<file path="src/rtl/cache_pkg.sv">
// Shared cache definitions: fill engine state encoding and line geometry helpers
// used by the fill engine and the cache way.
package cache_pkg;

    typedef enum logic [2:0] {
        IDLE      = 3'd0,
        WB_REQ    = 3'd1,
        WB_DATA   = 3'd2,
        FILL_REQ  = 3'd3,
        FILL_DATA = 3'd4,
        ALLOC     = 3'd5
    } fill_state_t;

    // Number of memory words held by one cache line.
    function automatic int words_per_block(input int block_size, input int data_width);
        return block_size / (data_width / 8);
    endfunction

    // Width of the word offset inside a line.
    function automatic int offset_width(input int words);
        return $clog2(words);
    endfunction

endpackage

</file>
<file path="src/rtl/line_assembler.sv">
// Fill-side line builder: counts incoming read beats and drops each one into
// its word slot of the line register.
module line_assembler #(
    parameter int DATA_WIDTH   = 32,
    parameter int WORDS        = 8,
    parameter int OFFSET_WIDTH = 3
) (
    input  logic                        clk,
    input  logic                        reset_n,
    input  logic                        clear,
    input  logic                        beat_valid,
    input  logic [DATA_WIDTH-1:0]       beat_data,
    output logic                        last_beat,
    output logic [WORDS*DATA_WIDTH-1:0] line
);

    localparam logic [OFFSET_WIDTH-1:0] LAST_BEAT = OFFSET_WIDTH'(WORDS - 1);

    logic [OFFSET_WIDTH-1:0] beat_reg;
    logic [DATA_WIDTH-1:0]   word_reg [WORDS];

    assign last_beat = beat_valid && (beat_reg == LAST_BEAT);

    // Beat counter: restarts on each new miss, wraps naturally after the last word.
    always_ff @(posedge clk or negedge reset_n) begin
        if (!reset_n) begin
            beat_reg <= '0;
        end else if (clear) begin
            beat_reg <= '0;
        end else if (beat_valid) begin
            beat_reg <= beat_reg + 1'b1;
        end
    end

    generate
        for (genvar gi = 0; gi < WORDS; gi++) begin : g_word
            // Each word slot captures the beat whose index matches it.
            always_ff @(posedge clk or negedge reset_n) begin
                if (!reset_n) begin
                    word_reg[gi] <= '0;
                end else if (beat_valid && (beat_reg == OFFSET_WIDTH'(gi))) begin
                    word_reg[gi] <= beat_data;
                end
            end
            assign line[gi*DATA_WIDTH +: DATA_WIDTH] = word_reg[gi];
        end
    endgenerate

endmodule

</file>
<file path="src/rtl/line_fill_engine.sv">
// Miss handler for one cache set: optional dirty-victim writeback, line fill
// burst from memory, then a single-cycle allocate into the chosen way.
module line_fill_engine
    import cache_pkg::*;
#(
    parameter  int DATA_WIDTH      = 32,
    parameter  int BLOCK_SIZE      = 32,
    parameter  int ADDRESS_WIDTH   = 32,
    localparam int WORDS_PER_BLOCK = words_per_block(BLOCK_SIZE, DATA_WIDTH),
    localparam int OFFSET_WIDTH    = offset_width(WORDS_PER_BLOCK),
    localparam int TAG_WIDTH       = ADDRESS_WIDTH - OFFSET_WIDTH,
    localparam int LINE_W          = WORDS_PER_BLOCK * DATA_WIDTH
) (
    input  logic                     clk,
    input  logic                     reset_n,
    input  logic                     miss_valid,
    output logic                     miss_ready,
    input  logic [ADDRESS_WIDTH-1:0] miss_addr,
    input  logic                     victim_valid,
    input  logic                     victim_dirty,
    input  logic [TAG_WIDTH-1:0]     victim_tag,
    input  logic [LINE_W-1:0]        victim_line,
    output logic                     mem_req_valid,
    input  logic                     mem_req_ready,
    output logic                     mem_req_we,
    output logic [ADDRESS_WIDTH-1:0] mem_req_addr,
    output logic                     mem_wdata_valid,
    input  logic                     mem_wdata_ready,
    output logic [DATA_WIDTH-1:0]    mem_wdata,
    input  logic                     mem_rdata_valid,
    input  logic [DATA_WIDTH-1:0]    mem_rdata,
    output logic                     allocate,
    output logic [ADDRESS_WIDTH-1:0] line_address,
    output logic [LINE_W-1:0]        fetched_line,
    output logic                     fill_done
);

    localparam logic [OFFSET_WIDTH-1:0]  LAST_BEAT = OFFSET_WIDTH'(WORDS_PER_BLOCK - 1);
    localparam logic [ADDRESS_WIDTH-1:0] LINE_MASK = ~ADDRESS_WIDTH'((1 << OFFSET_WIDTH) - 1);

    fill_state_t              state_reg, state_next;
    logic [ADDRESS_WIDTH-1:0] miss_line_reg;
    logic [TAG_WIDTH-1:0]     victim_tag_reg;
    logic [DATA_WIDTH-1:0]    victim_word_reg [WORDS_PER_BLOCK];
    logic [OFFSET_WIDTH-1:0]  wb_beat_reg;
    logic [ADDRESS_WIDTH-1:0] line_address_reg;
    logic                     accept;
    logic                     wb_advance;
    logic                     fill_beat;
    logic                     fill_last;

    assign accept       = (state_reg == IDLE) && miss_valid;
    assign wb_advance   = (state_reg == WB_DATA) && mem_wdata_ready;
    // Read beats outside the fill burst are ignored, never stalled.
    assign fill_beat    = (state_reg == FILL_DATA) && mem_rdata_valid;
    assign line_address = line_address_reg;

    line_assembler #(
        .DATA_WIDTH  (DATA_WIDTH),
        .WORDS       (WORDS_PER_BLOCK),
        .OFFSET_WIDTH(OFFSET_WIDTH)
    ) u_line_assembler (
        .clk       (clk),
        .reset_n   (reset_n),
        .clear     (accept),
        .beat_valid(fill_beat),
        .beat_data (mem_rdata),
        .last_beat (fill_last),
        .line      (fetched_line)
    );

    // State register; reset abandons any burst in progress.
    always_ff @(posedge clk or negedge reset_n) begin
        if (!reset_n) begin
            state_reg <= IDLE;
        end else begin
            state_reg <= state_next;
        end
    end

    // Miss context capture plus writeback beat index and published line address.
    always_ff @(posedge clk or negedge reset_n) begin
        if (!reset_n) begin
            miss_line_reg    <= '0;
            victim_tag_reg   <= '0;
            wb_beat_reg      <= '0;
            line_address_reg <= '0;
        end else begin
            if (accept) begin
                miss_line_reg  <= miss_addr & LINE_MASK;
                victim_tag_reg <= victim_tag;
                wb_beat_reg    <= '0;
            end else if (wb_advance) begin
                wb_beat_reg    <= wb_beat_reg + 1'b1;
            end
            if (fill_last) begin
                line_address_reg <= miss_line_reg;
            end
        end
    end

    generate
        for (genvar gi = 0; gi < WORDS_PER_BLOCK; gi++) begin : g_victim
            // Victim words are snapshotted at accept so the way may be overwritten freely.
            always_ff @(posedge clk or negedge reset_n) begin
                if (!reset_n) begin
                    victim_word_reg[gi] <= '0;
                end else if (accept) begin
                    victim_word_reg[gi] <= victim_line[gi*DATA_WIDTH +: DATA_WIDTH];
                end
            end
        end
    endgenerate

    // Next-state and handshake outputs; outputs are pure functions of held state.
    always_comb begin
        state_next      = state_reg;
        miss_ready      = 1'b0;
        mem_req_valid   = 1'b0;
        mem_req_we      = 1'b0;
        mem_req_addr    = '0;
        mem_wdata_valid = 1'b0;
        mem_wdata       = '0;
        allocate        = 1'b0;
        fill_done       = 1'b0;
        case (state_reg)
            IDLE: begin
                miss_ready = 1'b1;
                if (miss_valid) begin
                    state_next = (victim_valid && victim_dirty) ? WB_REQ : FILL_REQ;
                end
            end
            WB_REQ: begin
                mem_req_valid = 1'b1;
                mem_req_we    = 1'b1;
                mem_req_addr  = {victim_tag_reg, {OFFSET_WIDTH{1'b0}}};
                if (mem_req_ready) begin
                    state_next = WB_DATA;
                end
            end
            WB_DATA: begin
                mem_wdata_valid = 1'b1;
                mem_wdata       = victim_word_reg[wb_beat_reg];
                if (mem_wdata_ready && (wb_beat_reg == LAST_BEAT)) begin
                    state_next = FILL_REQ;
                end
            end
            FILL_REQ: begin
                mem_req_valid = 1'b1;
                mem_req_addr  = miss_line_reg;
                if (mem_req_ready) begin
                    state_next = FILL_DATA;
                end
            end
            FILL_DATA: begin
                if (fill_last) begin
                    state_next = ALLOC;
                end
            end
            ALLOC: begin
                allocate   = 1'b1;
                fill_done  = 1'b1;
                state_next = IDLE;
            end
            default: begin
                state_next = IDLE;
            end
        endcase
    end

endmodule

</file>
<file path="config.mk">
export PLATFORM = sky130hd
export DESIGN_NAME = line_fill_engine
export DESIGN_NICKNAME = d
export VERILOG_FILES = /design/src/rtl/cache_pkg.sv /design/src/rtl/line_assembler.sv /design/src/rtl/line_fill_engine.sv
export SDC_FILE = /design/constraint.sdc
export NUM_CORES = 1
export LEC_CHECK = 0
export CORE_AREA = 2 2 277 279
export CTS_CLUSTER_SIZE = 16
export DETAILED_ROUTE_END_ITERATION = 12
export DIE_AREA = 0 0 279 281
export DONT_BUFFER_PORTS = 1
export PLACE_DENSITY = 0.49
export SLEW_MARGIN = 20
export SYNTH_ARGS = -nofsm -noshare
export SYNTH_HDL_FRONTEND = slang
export SYNTH_HIERARCHICAL = 1
export SYNTH_SLANG_ARGS = --single-unit
</file>
<file path="constraint.sdc">
create_clock -name clk -period 3 [get_ports clk]
set_input_delay 0.6 -clock clk [delete_from_list [all_inputs] [get_ports clk]]
set_output_delay 0.6 -clock clk [all_outputs]
set_load 0.03 [all_outputs]
</file>
# Word level (Yosys, flattened, before mapping)

Cells that the tools add are included.
Widths: inputs -> output; s select.

Register bits: 608
Input port bits: 357
Output and inout bits: 358

Magnitude comparators: 1
Mux-type cells: 21
Equality and inequality tests: 18
Reduce and logical (&&, ||, !) cells: 19
Bitwise operators: 1
$add $sub $neg: 2

Operators with widths:

| operator            | number |
|---|---|
| $bmux 32 s3         | 1 |
| $mux 32             | 3 |
| $pmux 32 s2         | 1 |
| $mux 3              | 9 |
| $eq 3x3->1 const B  | 7 |
| $pmux 3 s5          | 1 |
| $logic_and 1x1->1   | 13 |
| $eq 3x2->1 const B  | 4 |
| $ne 2x2->1 const B  | 4 |
| $add 3x1->3 const B | 2 |
| $eq 3x1->1 const B  | 2 |
| $logic_not 3->1     | 2 |
| $mux 1              | 5 |
| $reduce_and 5->1    | 1 |
| $ge 4x4->1 const B  | 1 |
| $not 3->4           | 1 |
| $reduce_bool 2->1   | 2 |
| $mux 2              | 1 |
| $ne 2x1->1 const B  | 1 |
| $reduce_or 2->1     | 1 |

# Depth between registers and ports, before layout

Gate-level depths: netlist of the first run.

Word-level depth: 5
Mapped depth: 10
Mapped depth without buffers: 6

# Hierarchy

Netlist of the first run, hierarchy kept.

Modules (own cells, without submodules):

| module           | cells an instance | area each (um^2) | times used |
|---|---|---|---|
| line_fill_engine | 927               | 15,393.5         | 1 |
| line_assembler   | 564               | 9,675.5          | 1 |

# Worst setup path before layout of the first run

Ideal clock, no wire load.

Path type: reg-to-output
Start: register state_reg[0]
End: output port mem_wdata[10]
Setup slack: 265 ps
Buffers on the path: 3
Cell stages (with the launch flop): 7
Arrival time: 2,135 ps
Cells stage by stage: dfrtp_1 > buf_2 > nor3b_1 > and2_1 > buf_2 > buf_2 > a22o_1

Word-level cells in the longest chain between the ends: 2

Ends and longest elaborated chain:

| what                     | RTL line                | source |
|---|---|---|
| start: declaration       | line_fill_engine.sv:41  | `fill_state_t state_reg, state_next;` |
| start signal: assignment | line_fill_engine.sv:77  | `state_reg <= state_next;` |
| $eq 3x2->1               | line_fill_engine.sv:126 | `case (state_reg)` |
| $mux 32                  | line_fill_engine.sv:126 |  |
| end: declaration         | line_fill_engine.sv:29  | `output logic [DATA_WIDTH-1:0] mem_wdata,` |

No other way between the ends.

# Worst setup path in the final report of the first run

Start: register wb_beat_reg[0]
End: output port mem_wdata[20]

Word-level cells in the longest chain between the ends: 5

Ends and longest elaborated chain:

| what                                        | RTL line                | source |
|---|---|---|
| start: declaration                          | line_fill_engine.sv:45  | `logic [OFFSET_WIDTH-1:0] wb_beat_reg;` |
| start signal: assignment                    | line_fill_engine.sv:94  | `wb_beat_reg <= wb_beat_reg + 1'b1;` |
| $not 3->4 (implied by the code)             | line_fill_engine.sv:143 | `mem_wdata = victim_word_reg[wb_beat_reg];` |
| $bmux 32 s3                                 | line_fill_engine.sv:143 |  |
| $mux 32 (implied by the code) (2 in series) | line_fill_engine.sv:143 |  |
| $mux 32                                     | line_fill_engine.sv:126 |  |

No other way between the ends. The select of a mux whose other input is x is not followed.

==> results of run 1 <==
==> cell families after synthesis <==
kind of cell / synth area share, %
buffers and inverters: 2.90
AO/OA/AOI/OAI: 2.43
flip-flops: 60.7
adder cells (fa/ha/maj): 0.399
AND/OR/NAND/NOR: 0.789
other: 0.0150
XOR/XNOR: 0.0349
multiplexers: 32.7
==> cell type report <==
cell class,instances,share of cell area [%]
Inverter,5,0.0637
Timing Repair Buffer,87,4.59
Multi-Input combinational cell,783,31.3
Tap cell,978,4.15
Sequential cell,608,51.6
Clock inverter,22,1.18
Clock buffer,103,6.81
Antenna cell,29,0.246
==> through the flow <==
step | power [uW] | TNS [ns]
2_1_floorplan | 20000 | 0
3_3_place_gp | 23100 | 0
3_5_place_dp | 23400 | 0
4_1_cts | 32600 | -0.0775
5_1_grt | 34100 | -0.132
6_report | 32400 | 0
==> synth_stat cells, types with 5 or more instances <==
cell type / instances
dfrtp_1: 608
mux2_2: 399
mux2_1: 201
mux4_2: 64
a22o_1: 63
buf_2: 48
buf_6: 28
buf_4: 11
clkbuf_1: 11
ha_1: 8
nor2_1: 7
inv_1: 5
nand2_1: 5
==> repair_timing <==
action / CTS / global route
endpoints found under the setup margin: 61 / 48
endpoints found under the hold margin: 608 / 8
setup buffers: 11 / 1
pin swaps: 3 / 8
gates resized for setup: 24 / 12
cloned: 2 / 1
==> power breakdown <==
group | leakage, uW | total, uW | switching (uW) | internal, uW
Clock | 0.00114 | 8580 | 3590 | 4990
Combinational | 0.00444 | 10300 | 4780 | 5570
Sequential | 0.00775 | 13500 | 2600 | 10900
==> layer usage <==
| layer | vias up | part of all wire (%) | wire length (um) |
|---|---|---|---|
| li1 | 5666 | - | - |
| met1 | 7092 | 36 | 27100 |
| met2 | 523 | 50 | 37400 |
| met3 | 187 | 9.4 | 7040 |
| met4 | 50 | 3.7 | 2760 |
| met5 | - | 0.46 | 341 |
==> worst paths after layout <==
check / start / end / cells after the start
min in group clk: victim_line[122] / victim_word_reg[154] / 1
hold / removal: reset_n / u_line_assembler/line[232] / 1
max in group asynchronous: reset_n / victim_word_reg[221] / 3
setup / recovery: wb_beat_reg[0] / mem_wdata[20] / 5
setup reg to reg: state_reg[0] / line_address[13] / 6
hold reg to reg: victim_word_reg[99] / victim_word_reg[99] / 1
==> reports/results.md, run 1 <==
| Step | Item | Value |
|---|---|---|
| finish | Highest-count cells in the layout ignoring fill and taps | dfrtp_1, mux2_2, mux2_1 |
| placement | Cell Count Post-Placement | 2441 |
| routing | Total routed wirelength | 74600 um |
| timing | Tightest Pin Transition | 0.923 ns |
| timing | Post-route clock skew | 0.0340 ns |
| synthesis | Number of enable flip-flop cells after synthesis | 0 |
| critical path | Arrival time reported for the critical path endpoint | 2.38 ns |
| placement | Placed inst area | 0.0266 mm2 |
| worst hold path | Worst min-delay path category | primary input to async pin |
| outcome | Result of the run | finished, violations left |
| global routing | Overall routing resource usage | 18.6% |
| floorplanning | X dimension of the die | 279 um |
| global routing | Number of global-route vias before repair | 14400 |
| routing | DR vias | 13500 |
| synthesis | Synth async-reset ratio | 100% |
| floorplanning | Core region area | 0.0754 mm2 |
| power and ir drop | Leakage power figure | 0.0133 uW |
| clock network | Latest clock arrival within the worst-skew pair | 0.63 ns |
| power and ir drop | PwrDens | 1100 mW/mm2 |
| clock network | Reg clk slew, reported paths | 0.06 ns |
| synthesis | Netlist cell types | 35 |
| timing | Setup repair after global routing missed its margin | yes |
| floorplanning | DIE AREA | 0.0784 mm2 |
| synthesis | Flops & latches, synth | 608 |
| timing | Setup slack of the critical path after layout | 0.0247 ns |
| clock network | Number of buffers between clock root and the deepest sink | 3 |
| timing | Worst hold-check slack | -0.0470 ns |
| timing | Worst-case headroom to the max-slew limit | 38.5% |
| placement | Buffers on Ports | 0 |
| placement | Detailed Place HPWL | 51300 um |
| clock network | Total CTS buffers | 71 |
| finish | Fill cell instance count of the final layout | 6984 |
| synthesis | Largest cells by area after synthesis | dfrtp_1, mux2_2, mux2_1 |
| synthesis | Sequential-to-total area share from yosys stat | 60.7% |
| synthesis | Synthesized instance count | 1491 |
| finish | Post-route cell area | 0.0295 mm2 |
| critical path | Startpoint class of the critical path | flop |
| finish | Multi-input combinational cell area | 0.00923 mm2 |
| timing | Final critical-path share of the clock period | 99.2% |
| timing | Highest attainable clock frequency | 0.336 GHz |
| floorplanning | Initial core utilization | 33.2% |
| synthesis | Cell Area, Synth | 0.0251 mm2 |
| global routing | Met3 track demand over resource | 8.51% |
| placement | Worst slack at placement | 0.283 ns |
| outcome | Failing checks | hold timing |
| routing | Vias per Instance | 5.17 |
| clock network | H-Tree Depth | 3 |
| critical path | Slowest-stage cell, CP | mux4_2 |
| finish | Synth-to-Final Area Change | 17.6% |
| placement | Placer's final routability congestion estimate | 0.815 |
| routing | Total iterations of the first detailed-routing run | 4 |
| critical path | Slowest Stage Delay on Critical Path | 0.56 ns |
| global routing | Layer carrying the most global-route usage | met2 |
| synthesis | Top_reg_cell synth | dfrtp_1 |
| finish | Storage cell area | 0.0152 mm2 |
| job | Number of max-capacitance violations reported | 0 |
| global routing | Overall overflow remaining after global route | 0 |
| critical path | Kind of critical path | flop to output pin |
| timing | Number of endpoints failing setup at the final stage | 0 |
| timing | Clock period minus worst slack | 2.98 ns |
| floorplanning | Number of top-level pins | 715 |
| finish | Total Nets Final | 1921 |
| critical path | Cell family with the largest share of critical-path delay | multiplexers |
| finish | Most common library cell in the layout ignoring fill and taps | dfrtp_1 |
| routing | Number of remaining DRC errors | 0 |
| finish | Post-layout util | 39.1% |
| routing | Post-detailed-route wirelength per cell | 28.5 um |
| synthesis | Mean cell area of the mapped netlist | 16.8 um2 |
| clock network | Count of clock tree sinks | 608 |
| synthesis | Area share of the leading cell type in the synthesized netlist | 60.7% |
| finish | Proportion of layout cells with a drive suffix above 1 | 42.9% |
| finish | Number of cells in the finished layout apart from fillers | 2615 |
| critical path | Category of the worst setup path capture point | output pin |
| floorplanning | Die span in y | 281 um |
| critical path | Most common cell type on the critical path | buf_12 |
| global routing | Fraction of met1 tracks used by global routing | 20.1% |
| timing | Final count of pins violating max slew | 0 |
| synthesis | Yosys warns | 6 |
| global routing | Pin count of the biggest net entering global routing | 609 |
| power and ir drop | Peak supply drop | 0.590 mV |
| critical path | Required time of the worst setup path | 2.40 ns |
| critical path | Crit path buffers/inverters | 3 |
| global routing | Met2 routing resource usage after global routing | 31.3% |
| critical path | Setup slack of the most critical reg-to-reg path | 0.64 ns |
| floorplanning | Site row count | 101 |
| clock network | TritonCTS clock tree | done |
| synthesis | Cell accounting for the most synthesized area | dfrtp_1 |
| timing | Final Hold Viols | 13 |
| critical path | Highest fanout seen on the critical path | 8 |
| routing | Detailed Route Iter0 Violations | 559 |
| routing | ANT nets after route | 0 |
| critical path | Chain of cells forming the critical path | buf_12, buf_16, mux4_2, a22o_1, buf_12 |
| global routing | Initial antenna violation count | 67 |
| global routing | Wire length of the first global-routing pass | 106000 um |
| clock network | Root buf cell | clkbuf_16 |
(Power assumes the default switching activity.)
==> inputs of run 2 (changes only) <==
--- a/config.mk
+++ b/config.mk
@@ -5,12 +5,15 @@
 export SDC_FILE = /design/constraint.sdc
 export NUM_CORES = 1
 export LEC_CHECK = 0
+export ABC_CLOCK_PERIOD_IN_PS = 3000
 export CORE_AREA = 2 2 277 279
 export CTS_CLUSTER_SIZE = 16
 export DETAILED_ROUTE_END_ITERATION = 12
 export DIE_AREA = 0 0 279 281
 export DONT_BUFFER_PORTS = 1
 export PLACE_DENSITY = 0.49
+export SETUP_SLACK_MARGIN = 0.5
+export SKIP_LAST_GASP = 1
 export SLEW_MARGIN = 20
 export SYNTH_ARGS = -nofsm -noshare
 export SYNTH_HDL_FRONTEND = slang
==> reports/results.md, run 2 (synthesis results as in run 1) <==
| Step | Item | Value |
|---|---|---|
| timing | Worst-case headroom to the max-slew limit | -68.9% |
| placement | Cell Count Post-Placement | 2469 |
| critical path | Slowest Stage Delay on Critical Path | 0.52 ns |
| timing | Worst hold-check slack | -0.306 ns |
| floorplanning | Site row count | 101 |
| worst hold path | Worst min-delay path category | primary input to async pin |
| routing | ANT nets after route | 0 |
| routing | Post-detailed-route wirelength per cell | 28.0 um |
| timing | Final critical-path share of the clock period | 98.3% |
| placement | Placer's final routability congestion estimate | 0.825 |
| placement | Detailed Place HPWL | 51000 um |
| job | Number of max-capacitance violations reported | 0 |
| clock network | Total CTS buffers | 70 |
| global routing | Number of global-route vias before repair | 14600 |
| routing | Vias per Instance | 5.23 |
| global routing | Pin count of the biggest net entering global routing | 609 |
| outcome | Result of the run | finished, violations left |
| timing | Highest attainable clock frequency | 0.339 GHz |
| clock network | H-Tree Depth | 3 |
| routing | Total iterations of the first detailed-routing run | 4 |
| critical path | Most common cell type on the critical path | buf_12 |
| clock network | Root buf cell | clkbuf_16 |
| timing | Setup repair after global routing missed its margin | yes |
| timing | Setup TNS | 0 ns |
| power and ir drop | Post-layout power | 33100 uW |
| routing | Total routed wirelength | 74400 um |
| clock network | Latest clock arrival within the worst-skew pair | 0.61 ns |
| finish | Highest-count cells in the layout ignoring fill and taps | dfrtp_1, mux2_2, mux2_1 |
| timing | Tightest Pin Transition | 2.53 ns |
| timing | Final Hold Viols | 328 |
| timing | Setup slack of the critical path after layout | 0.0508 ns |
| outcome | Failing checks | hold timing, slew limit |
| global routing | Wire length of the first global-routing pass | 106000 um |
| floorplanning | Die span in y | 281 um |
| finish | Synth-to-Final Area Change | 20.0% |
| power and ir drop | Leakage power figure | 0.0137 uW |
| routing | Number of remaining DRC errors | 0 |
| finish | Post-layout util | 39.9% |
| clock network | TritonCTS clock tree | done |
| placement | Buffers on Ports | 0 |
| global routing | Overall overflow remaining after global route | 0 |
| clock network | Reg clk slew, reported paths | 0.06 ns |
| power and ir drop | PwrDens | 1100 mW/mm2 |
| routing | DR vias | 13900 |
| timing | Post-route clock skew | 0.0181 ns |
| timing | Number of endpoints failing setup at the final stage | 0 |
| critical path | Category of the worst setup path capture point | output pin |
| finish | Most common library cell in the layout ignoring fill and taps | dfrtp_1 |
| global routing | Overall routing resource usage | 18.4% |
| finish | Proportion of layout cells with a drive suffix above 1 | 45.2% |
| critical path | Kind of critical path | flop to output pin |
| critical path | Highest fanout seen on the critical path | 6 |
| floorplanning | DIE AREA | 0.0784 mm2 |
| power and ir drop | Peak supply drop | 0.622 mV |
| critical path | Required time of the worst setup path | 2.40 ns |
| clock network | Number of buffers between clock root and the deepest sink | 3 |
| finish | Number of cells in the finished layout apart from fillers | 2655 |
| clock network | Count of clock tree sinks | 608 |
| global routing | Initial antenna violation count | 53 |
| placement | Worst slack at placement | 0.424 ns |
| timing | Final count of pins violating max slew | 269 |
| critical path | Slowest-stage cell, CP | dfrtp_4 |
| floorplanning | Number of top-level pins | 715 |
| floorplanning | Core region area | 0.0754 mm2 |
| floorplanning | Initial core utilization | 33.2% |
| critical path | Startpoint class of the critical path | flop |
| timing | Clock period minus worst slack | 2.95 ns |
| critical path | Arrival time reported for the critical path endpoint | 2.35 ns |
| floorplanning | X dimension of the die | 279 um |
| critical path | Chain of cells forming the critical path | buf_12, buf_12, buf_16, mux4_2, a22o_1, buf_6 |
| finish | Total Nets Final | 1966 |
| routing | Detailed Route Iter0 Violations | 670 |
## run 2: cell types whose count changed in the layout (fill, tap and decap cells not counted), moves of 7 or more
cell / previous run / this run
buf_6: 8 / 55
clkbuf_1: 21 / 14
diode_2: 29 / 21
clkbuf_8: 11 / 18
a22o_4: 2 / 15
a22o_2: 14 / 0
## run 2: final cells by class
cell class / instances / area (um2)
clock inverters: 24 / 239
diodes: 21 / 52.6
multi-input cells: 783 / 9370
well taps: 978 / 1220
clock buffers: 103 / 2080
fillers: 6989 / 45400
repair buffers: 133 / 1880
inverters: 5 / 22.5
flip-flops and latches: 608 / 15200
## run 2: through the flow
stage,hold WS [ns],area [um2]
after floorplan,0.304,25100
after global placement,0.319,26700
after detailed placement,0.318,26700
after CTS,-0.349,29900
after global routing,-0.346,30100
final,-0.306,30100
## run 2: worst max-delay path, delay by kind of cell, from the launching register on
| kind | cells | cell delay (ns) |
|---|---|---|
| mux | 1 | 0.43 |
| compound gates | 1 | 0.21 |
| flops | 1 | 0.52 |
| buf+inv | 4 | 0.58 |
## run 2: repair_timing
action | CTS | global route
endpoints found under the setup margin | 61 | 114
endpoints found under the hold margin | 608 | 608
pin swaps | 26 | 32
gates cloned | 10 | 1
resized for setup | 86 | 20
setup buffers | 24 | 3
## run 2: worst paths after layout
check                      cells past startpoint                start  slack (ns)                    endpoint
max in group asynchronous                      0              reset_n        1.30        victim_word_reg[119]
max                                            6       wb_beat_reg[0]        0.05                mem_wdata[8]
min                                            0              reset_n       -0.31  u_line_assembler/line[205]
max reg2reg                                    7         state_reg[0]        0.60         victim_word_reg[50]
min in group clk                               1     victim_line[186]        0.12         victim_word_reg[90]
min reg2reg                                    1  victim_word_reg[44]        0.48         victim_word_reg[44]
## run 2: metal layers
| layer | wire length [um] | GRT usage [%] | part of all wire (%) | vias up |
|---|---|---|---|---|
| met5 | 250 | 0 | 0.34 | - |
| li1 | - | - | - | 5762 |
| met1 | 27800 | 20.8 | 37 | 7378 |
| met4 | 2370 | 6.53 | 3.2 | 38 |
| met3 | 6480 | 7.20 | 8.7 | 177 |
| met2 | 37500 | 31.7 | 50 | 539 |
## run 2: power breakdown
group / switching [uW] / leakage (uW) / internal, uW / total (uW)
Sequential: 2650 / 0.00775 / 10900 / 13500
Combinational: 4810 / 0.00479 / 6180 / 11000
Clock: 3500 / 0.00115 / 5020 / 8520
==> inputs of run 3 (changes only) <==
--- a/config.mk
+++ b/config.mk
@@ -6,12 +6,12 @@
 export NUM_CORES = 1
 export LEC_CHECK = 0
 export ABC_CLOCK_PERIOD_IN_PS = 3000
-export CORE_AREA = 2 2 277 279
+export CORE_AREA = 2 2 275 277
 export CTS_CLUSTER_SIZE = 16
 export DETAILED_ROUTE_END_ITERATION = 12
-export DIE_AREA = 0 0 279 281
+export DIE_AREA = 0 0 277 279
 export DONT_BUFFER_PORTS = 1
-export PLACE_DENSITY = 0.49
+export PLACE_DENSITY = 0.5
 export SETUP_SLACK_MARGIN = 0.5
 export SKIP_LAST_GASP = 1
 export SLEW_MARGIN = 20
==> constraint.sdc (replaced) <==
create_clock -name clk -period 3 [get_ports clk]
set_input_delay 0.45 -clock clk [delete_from_list [all_inputs] [get_ports clk]]
set_output_delay 0.45 -clock clk [all_outputs]
set_load 0.03 [all_outputs]
==> reports/results.md, run 3 (synthesis results as in run 1) <==
| Step | Item | Value |
|---|---|---|
| finish | Proportion of layout cells with a drive suffix above 1 | 36.8% |
| critical path | Setup slack of the most critical reg-to-reg path | 0.65 ns |
| job | Number of max-capacitance violations reported | 0 |
| global routing | Fraction of met1 tracks used by global routing | 22.7% |
| clock network | Reg clk slew, reported paths | 0.06 ns |
| floorplanning | Number of top-level pins | 715 |
| timing | Setup repair after global routing missed its margin | yes |
| critical path | Kind of critical path | flop to output pin |
| global routing | Pin count of the biggest net entering global routing | 609 |
| critical path | Startpoint class of the critical path | flop |
| finish | Most common library cell in the layout ignoring fill and taps | dfrtp_1 |
| critical path | Arrival time reported for the critical path endpoint | 2.35 ns |
| outcome | Failing checks | hold timing, slew limit |
| power and ir drop | PwrDens | 992 mW/mm2 |
| routing | Detailed Route Iter0 Violations | 658 |
| clock network | Root buf cell | clkbuf_16 |
| critical path | Required time of the worst setup path | 2.55 ns |
| critical path | Highest fanout seen on the critical path | 13 |
| clock network | Count of clock tree sinks | 608 |
| floorplanning | Core region area | 0.0741 mm2 |
| global routing | Met3 track demand over resource | 6.13% |
| critical path | Worst r2r src | state_reg[2] |
| finish | Synth-to-Final Area Change | 31.7% |
| timing | Final critical-path share of the clock period | 93.4% |
| floorplanning | Site row count | 100 |
| timing | Final count of pins violating max slew | 295 |
| placement | Placer's final routability congestion estimate | 0.810 |
| routing | Number of remaining DRC errors | 0 |
| floorplanning | Die span in y | 279 um |
| global routing | Number of global-route vias before repair | 16500 |
| clock network | Latest clock arrival within the worst-skew pair | 0.61 ns |
| placement | Buffers on Ports | 0 |
| power and ir drop | Leakage power figure | 0.0149 uW |
| global routing | Overall overflow remaining after global route | 0 |
| critical path | R2r worst-path depth | 6 |
| routing | Post-detailed-route wirelength per cell | 26.1 um |
| timing | Setup TNS | 0 ns |
| global routing | Met2 routing resource usage after global routing | 34.0% |
| finish | Number of cells in the finished layout apart from fillers | 2957 |
| timing | Worst hold-check slack | -0.457 ns |
| timing | Final Hold Viols | 398 |
| power and ir drop | Peak supply drop | 0.533 mV |
| floorplanning | X dimension of the die | 277 um |
| clock network | Number of buffers between clock root and the deepest sink | 3 |
| global routing | Initial antenna violation count | 15 |
| placement | Cell Count Post-Placement | 2432 |
| floorplanning | DIE AREA | 0.0773 mm2 |
| timing | Tightest Pin Transition | 2.50 ns |
| clock network | Total CTS buffers | 71 |
| clock network | H-Tree Depth | 3 |
| floorplanning | Initial core utilization | 33.8% |
| timing | Clock period minus worst slack | 2.80 ns |
| placement | Detailed Place HPWL | 51100 um |
| routing | Total routed wirelength | 77300 um |
| power and ir drop | Post-layout power | 32800 uW |
| placement | Worst slack at placement | 0.512 ns |
| global routing | Overall routing resource usage | 19.6% |
| clock network | TritonCTS clock tree | done |
| routing | Total iterations of the first detailed-routing run | 4 |
| finish | Highest-count cells in the layout ignoring fill and taps | dfrtp_1, mux2_2, dlygate4sd3_1 |
| critical path | Category of the worst setup path capture point | output pin |
| worst hold path | Worst min-delay path category | primary input to async pin |
| global routing | Wire length of the first global-routing pass | 113000 um |
| critical path | Timing startpoint of the critical path | wb_beat_reg[0] |
| routing | ANT nets after route | 0 |
| routing | Vias per Instance | 5.04 |
| timing | Post-route clock skew | 0.0144 ns |
| clock network | Post-cts hold buffer count | 347 |
| timing | Worst-case headroom to the max-slew limit | -66.4% |
| timing | Highest attainable clock frequency | 0.357 GHz |
| global routing | Layer carrying the most global-route usage | met2 |
| outcome | Result of the run | finished, violations left |
| routing | DR vias | 14900 |
| finish | Total Nets Final | 2285 |
| timing | Setup slack of the critical path after layout | 0.197 ns |
| timing | Number of endpoints failing setup at the final stage | 0 |
[run 3: worst paths after layout]
| kind | to |
|---|---|
| setup / recovery | mem_wdata[20] |
| hold / removal | u_line_assembler/line[205] |
| hold reg to reg | victim_word_reg[60] |
| setup reg to reg | victim_word_reg[216] |
| min in group clk | state_reg[2] |
| max in group asynchronous | wb_beat_reg[1] |
[run 3: per-stage QoR]
stage | utilization [%] | cell area, um2 | hold slack (ns)
5_1_grt | 44.5 | 33000 | -0.498
2_1_floorplan | - | 25100 | 0.154
4_1_cts | 44.2 | 32800 | -0.513
6_report | 44.6 | 33000 | -0.457
3_3_place_gp | 35.6 | 26300 | 0.167
3_5_place_dp | 35.6 | 26300 | 0.168
[run 3: what timing repair did]
action                     in CTS  in global routing
hold endpoints to repair     1179                608
pin swaps                       9                  4
setup buffers                  22                  6
setup endpoints to repair      61                 61
gates resized for setup        89                  6
gates cloned                    4                  5
[run 3: per-layer routing]
metal / up-vias / wire [um]
li1: 6382 / -
met1: 7852 / 29700
met2: 511 / 39400
met3: 154 / 5590
met4: 8 / 2620
met5: - / 54
[run 3: final cells by class]
type | count | area, um2
multi-input cells | 783 | 9480
clock inverters | 22 | 198
clock buffers | 101 | 2030
well taps | 969 | 1210
repair buffers | 451 | 4800
flip-flops and latches | 608 | 15200
fillers | 6560 | 41100
inverters | 5 | 22.5
diodes | 18 | 45.0
[run 3: critical path, cell delays in order, from the launching register on]
cell     delay (ns)
dfrtp_4        0.43
buf_12         0.17
buf_16         0.19
mux4_2         0.58
a22o_1         0.20
buf_4          0.16
[run 3: where the power goes]
part / switching [uW] / internal [uW] / total (uW)
logic: 4920 / 5960 / 10900
registers: 2720 / 10900 / 13600
clock network: 3500 / 4760 / 8250
==> patch 1: new RTL, settings of run 1 <==
`BLOCK_SIZE`: 32 -> 16.
--- a/src/rtl/line_fill_engine.sv
+++ b/src/rtl/line_fill_engine.sv
@@ -6,3 +6,3 @@
     parameter  int DATA_WIDTH      = 32,
-    parameter  int BLOCK_SIZE      = 32,
+    parameter  int BLOCK_SIZE      = 16,
     parameter  int ADDRESS_WIDTH   = 32,
Interface: changed (resized fetched_line, victim_line and victim_tag); port bits go from 715 to 460. No check against the original RTL was run, so the function may have changed too.
==> patch 1 against run 1 <==
The run still ends with negative hold slack left; worst setup slack better by 140 ps; sequential cell count down 255; final area down 39%; count of clock-buffer cells in the layout decreased by 44; total power shrank 41%; sequential power is 42% lower; non-clock buffer count down 25; cell count down 24%; synthesized area is 39% lower; hold slack got worse by 210 ps; routed wire length is 45% lower; critical path type unchanged; largest cell class unchanged.
==> patch 1: results (changes against run 1) <==
* count of multi-input gates: 508, -35%
* Hold Violations, Final: 353, +340
* number of buffers inserted during clock tree synthesis: 44, -38%
* global route total overflow: 0, unchanged
* worst hold-check path type: in2async
* clock sink count: 353, -42%
* global-route track usage on met1: 11.5%, -8.6 points
* warnings from Yosys: 6, unchanged
* Met2 Routed Length: 19.6 mm, -48%
* adder-cell share of the synthesized area: 0.408%, +0.0083 points
* count of H-tree levels built during CTS: 2, -1
* met2 routing resource usage after global routing: 16.4%, -15 points
* share of post-route cells with drive strength above 1: 51.7%, +8.8 points
* mean routed wirelength per cell: 20.7 microns, -27%
* share of cell area taken by multi-input logic gates: 33.2%, +1.9 points
* clock latency on the worst-skew pair: 560 ps, -70 ps
* violations in the final reports: negative hold slack
* DP Worst Slack: 564 ps, +281 ps
* root buffer cell: clkbuf_16
* largest net degree at the start of global routing: 354, -42%
* Layout clock area frac: 7.70%, -0.29 points
* GRT Resource Usage Total: 10.1%, -8.5 points
* maximum vdd drop: 0.765 mV, +30%
* vias in the first global route: 8,818, -39%
* clock buffer count in the final layout: 59, -43%
* global-route wire length before repair: 59.8 mm, -43%
* NonClk Buf Share: 3.13%, -1.5 points
* Metal-1 WL: 15.9 mm, -41%
* transition at the pin with the smallest max-transition slack: 634 ps, -289 ps
* count of inverters not on the clock network in the layout: 4, -1
* met3 Usage GRT: 5.35%, -3.2 points
* leading post-synthesis cells by cell area: dfrtp_1, mux2_2, mux2_4
* delay of the slowest cell on the worst path: 470 ps, -90 ps
* Antenna diodes: 8, -72%
* Arr. time, crit path: 2230 ps, -150 ps
* aggregate routed wire length: 41.3 mm, -45%
* reported leakage power: 8.33 nW, -38%
* mean area per synthesized cell: 16.6 sq um, -1.3%
* result of the run: complete, but fails checks
* placed cell count: 1,901, -22%
* Final #Nets: 1,208, -37%
* post-synthesis sequential area ratio: 57.6%, -3.1 points
* routed length on met3: 4.70 mm, -33%
* GP Congestion: 0.743, -8.8%
* HPWL after DPL: 28.2 mm, -45%
* maximum fanout encountered on the critical timing path: 33, +25
* Slowest cell on crit path: and2_1
* share of the synthesized area in compound gates (AO/OA/AOI/OAI): 0.318%, -2.1 points
* proportion of synthesized area in mux cells: 35.2%, +2.4 points
* Synth cell types: 33, -5.7%
* Layout Skew: 12.0 ps, -22.1 ps
* Detailed Route Iter0 Violations: 285, -49%
* Repair and plain buffers: 62, -29%
* number of antenna violations at the first check in global routing: 24, -64%
* worst hold slack across all endpoints: -261 ps, -214 ps
* flip-flop and latch area: 8840 sq um, -42%
* fill count: 7,832, +12%
* synthesized-area fraction occupied by xor and xnor cells: 0.0571%, +0.022 points
* most frequent cells after synthesis: dfrtp_1, mux2_2, mux2_4
* via count normalized by instance count: 4.04, -22%
[patch 1: cell types whose count changed after synthesis, sizes merged, moves of 2 or more]
cell	run 1	this run
a22o	63	1
dfrtp	608	353
mux2i	1	31
o311ai	2	0
nor2	7	36
mux4	64	32
nand3b	3	0
ha	8	5
mux2	600	348
nand3	3	0
nor3	3	1
and2	1	32
a21oi	2	0
buf	89	52
[patch 1: stage by stage]
stage          utilization, %  cell area [sq um]
2_1_floorplan               -              15400
3_3_place_gp             22.0              16600
3_5_place_dp             22.0              16600
4_1_cts                  23.9              18000
5_1_grt                  23.9              18000
6_report                 23.9              18000
[patch 1: timing repair]
action                                 4_1_cts  5_1_grt
endpoints found under the hold margin      353      353
gates resized for setup                      1        0
gates cloned                                 0        0
setup endpoints to repair                   14        1
buffers inserted                             0        4
[patch 1: worst paths after layout]
check,start,end,slack (ps),cells past startpoint
max reg2reg,state_reg[2]$_DFFE_PN0P_,state_reg[0]$_DFFE_PN0P_,700,7
max in group asynchronous,reset_n,wb_beat_reg[0]$_DFFE_PN0P_,2690,0
min,reset_n,u_line_assembler/line[9]$_DFFE_PN0P_,-260,0
min reg2reg,victim_word_reg[23]$_DFFE_PN0P_,victim_word_reg[23]$_DFFE_PN0P_,500,1
max,state_reg[1]$_DFFE_PN0P_,mem_wdata[6],170,4
min in group clk,mem_req_ready,state_reg[0]$_DFFE_PN0P_,160,1
[patch 1: critical path: cells and delay by family (launching register included)]
kind                   cells  cell delay (ps)
buffers and inverters      2              530
DFF                        1              360
and+or+nand+nor            2              750
[patch 1: report_power, final]
part | switching [W] | internal (W)
combinational | 0.00312 | 0.00318
sequential | 0.00150 | 0.00636
clock | 0.00211 | 0.00303
==> patch 2: new RTL, settings of run 1 <==
Without the edit above. Make the reset (`reset_n`) synchronous in 5 clocked blocks.
--- a/src/rtl/line_assembler.sv
+++ b/src/rtl/line_assembler.sv
@@ -24,3 +24,3 @@
     // Beat counter: restarts on each new miss, wraps naturally after the last word.
-    always_ff @(posedge clk or negedge reset_n) begin
+    always_ff @(posedge clk) begin
         if (!reset_n) begin
@@ -37,3 +37,3 @@
             // Each word slot captures the beat whose index matches it.
-            always_ff @(posedge clk or negedge reset_n) begin
+            always_ff @(posedge clk) begin
                 if (!reset_n) begin
--- a/src/rtl/line_fill_engine.sv
+++ b/src/rtl/line_fill_engine.sv
@@ -72,3 +72,3 @@
     // State register; reset abandons any burst in progress.
-    always_ff @(posedge clk or negedge reset_n) begin
+    always_ff @(posedge clk) begin
         if (!reset_n) begin
@@ -81,3 +81,3 @@
     // Miss context capture plus writeback beat index and published line address.
-    always_ff @(posedge clk or negedge reset_n) begin
+    always_ff @(posedge clk) begin
         if (!reset_n) begin
@@ -104,3 +104,3 @@
             // Victim words are snapshotted at accept so the way may be overwritten freely.
-            always_ff @(posedge clk or negedge reset_n) begin
+            always_ff @(posedge clk) begin
                 if (!reset_n) begin
Behaviour: differs if reset_n is asserted again (counterexample within 4 cycles, from zero or initial values and one cycle with reset_n low); with reset_n held inactive, the same outputs for 4 cycles.
==> patch 2 against run 1 <==
Via count is 2.3% lower; hold slack better by 170 ps; final area is 1.7% lower; sequential cell count is 3 higher; sequential share of layout area is 8.3 points higher; routed wire length is 6.2% lower; synthesized area is 0.83% lower; core utilization is 0.67 points lower; register-to-register slack better by 70 ps; die area stayed put; worst setup slack better by 73 ps.
Power is not compared: it rests on default switching activity, and its combinational part moved more than twofold at a synthesized area within 25%.
==> patch 2: results (changes against run 1) <==
* result of the run: finished clean
* maximum fanout encountered on the critical timing path: 32, +24
* transition at the pin with the smallest max-transition slack: 768 ps, -154 ps
* count of flip-flops with a built-in enable after synthesis: 512, +512
* reported leakage power: 10.6 nW
* global-route wire length before repair: 97.7 mm, -7.6%
* post-synthesis sequential area ratio: 69.8%, +9.1 points
* root buffer cell: clkbuf_16
* Final #Nets: 2,029, +5.6%
* largest net degree at the start of global routing: 129, -79%
* number of buffers inserted during clock tree synthesis: 70, -1.4%
* number of non-filler instances in the completed layout: 2,712, +3.7%
* proportion of synthesized flip-flops having asynchronous set or reset: 0%, -100 points
* HPWL after DPL: 49.1 mm, -4.3%
* mean area per synthesized cell: 15.6 sq um, -7.0%
* worst hold-check path type: in2reg
* First-pass DRT Iterations: 7, +3
* Arr. time, crit path: 2300 ps, -80 ps
* aggregate routed wire length: 70.0 mm, -6.2%
* most frequent cells after synthesis: and2_1, edfxtp_1, dfxtp_1
* post-placement cell area: 26,600 sq um, +0.13%
* Synth cell types: 39, +11%
* GP Congestion: 0.811, -0.44%
* via count of the routed design: 13,200, -2.3%
* Met2 Routed Length: 36.0 mm, -3.6%
* Layout Skew: 13.6 ps, -20.5 ps
* leading post-synthesis cells by cell area: edfxtp_1, and2_1, dfxtp_1
* placed cell count: 2,568, +5.2%
* share of post-route cells with drive strength above 1: 17.5%, -25 points
* number of antenna violations at the first check in global routing: 48, -28%
* Metal-1 WL: 26.1 mm, -3.5%
* highest metal layer with signal wires: met5
* GRT Resource Usage Total: 17.2%, -1.4 points
* clock latency on the worst-skew pair: 600 ps, -30 ps
* routed length on met3: 5.78 mm, -18%
* Detailed Route Iter0 Violations: 829, +48%
patch 2: changes by cell type in the layout (fill, tap and decap cells not counted), moves of 61 or more:
cell / run 1 / this run
buf_4: 30 / 91
dfrtp_1: 604 / 0
mux2_1: 201 / 0
edfxtp_1: 0 / 512
dfxtp_1: 0 / 96
and2_1: 0 / 512
mux2_2: 399 / 0
patch 2: area by class of cell:
cell class	instances	area, sq um
antenna	18	45.0
multi-input combinational	860	6930
fill	7002	46500
clock buffer	94	1950
clock inverter	30	344
inverter	10	41.3
tap	978	1220
sequential	611	17400
timing repair buffer	111	1080
patch 2: worst paths after layout:
path	end	cells past startpoint	slack, ps	start
setup / recovery	mem_wdata[2]	5	100	state_reg[2]$_SDFFE_PN0P_
setup reg to reg	u_line_assembler/word_reg[0][55]$_SDFFCE_PN0P_	5	710	state_reg[0]$_SDFFE_PN0P_
hold / removal	victim_tag_reg[24]$_SDFFE_PN0P_	1	120	victim_tag[24]
hold reg to reg	victim_tag_reg[15]$_SDFFE_PN0P_	1	480	victim_tag_reg[15]$_SDFFE_PN0P_
patch 2: what timing repair did:
action | CTS | global route
endpoints found under the setup margin | 7 | 4
cloned | 0 | 0
hold buffers | 0 | 0
gates resized for setup | 0 | 2
setup buffers | 2 | 0
patch 2: critical path, stage by stage, from the launching register on:
cell and delay [ps]:
dfxtp_1 450, nor3b_4 310, and2_2 210, buf_12 220, a22o_1 290, buf_12 150
patch 2: cell families (layout without fill, tap and decap cells):
group	Yosys count	count (layout)	share of synthesized area, %
other	1	24	0.0151
adders and majority gates	8	8	0.403
DFF	611	611	69.8
xor gates and xnor gates	2	2	0.0705
and+or+nand+nor	619	619	15.3
buffers and inverters	124	245	2.70
AOI/OAI and AO/OA	100	100	3.46
muxes	125	125	8.25
patch 2: layer usage:
layer	GRT usage [%]	vias to the layer above
met3	6.38	164
met5	0	-
met4	5.38	44
met1	19.1	6524
li1	-	5911
met2	30.5	558
patch 2: power breakdown:
part	switching (W)	total, W	internal, W	leakage, nW
combinational	0.00107	0.00183	0.000758	3.30
sequential	0.000532	0.0105	0.0100	6.19
clock	0.00344	0.00847	0.00503	1.12
patch 2: stage by stage:
stage | setup slack (ps) | hold WS, ps | utilization [%] | total power (W)
after floorplan | -2380 | 448 | - | 0.0119
after global placement | 584 | 462 | 35.3 | 0.0125
after detailed placement | 623 | 463 | 35.3 | 0.0126
after CTS | 9.75 | 75.8 | 38.3 | 0.0211
after global routing | 12.9 | 87.3 | 38.4 | 0.0216
final | 97.8 | 119 | 38.4 | 0.0208
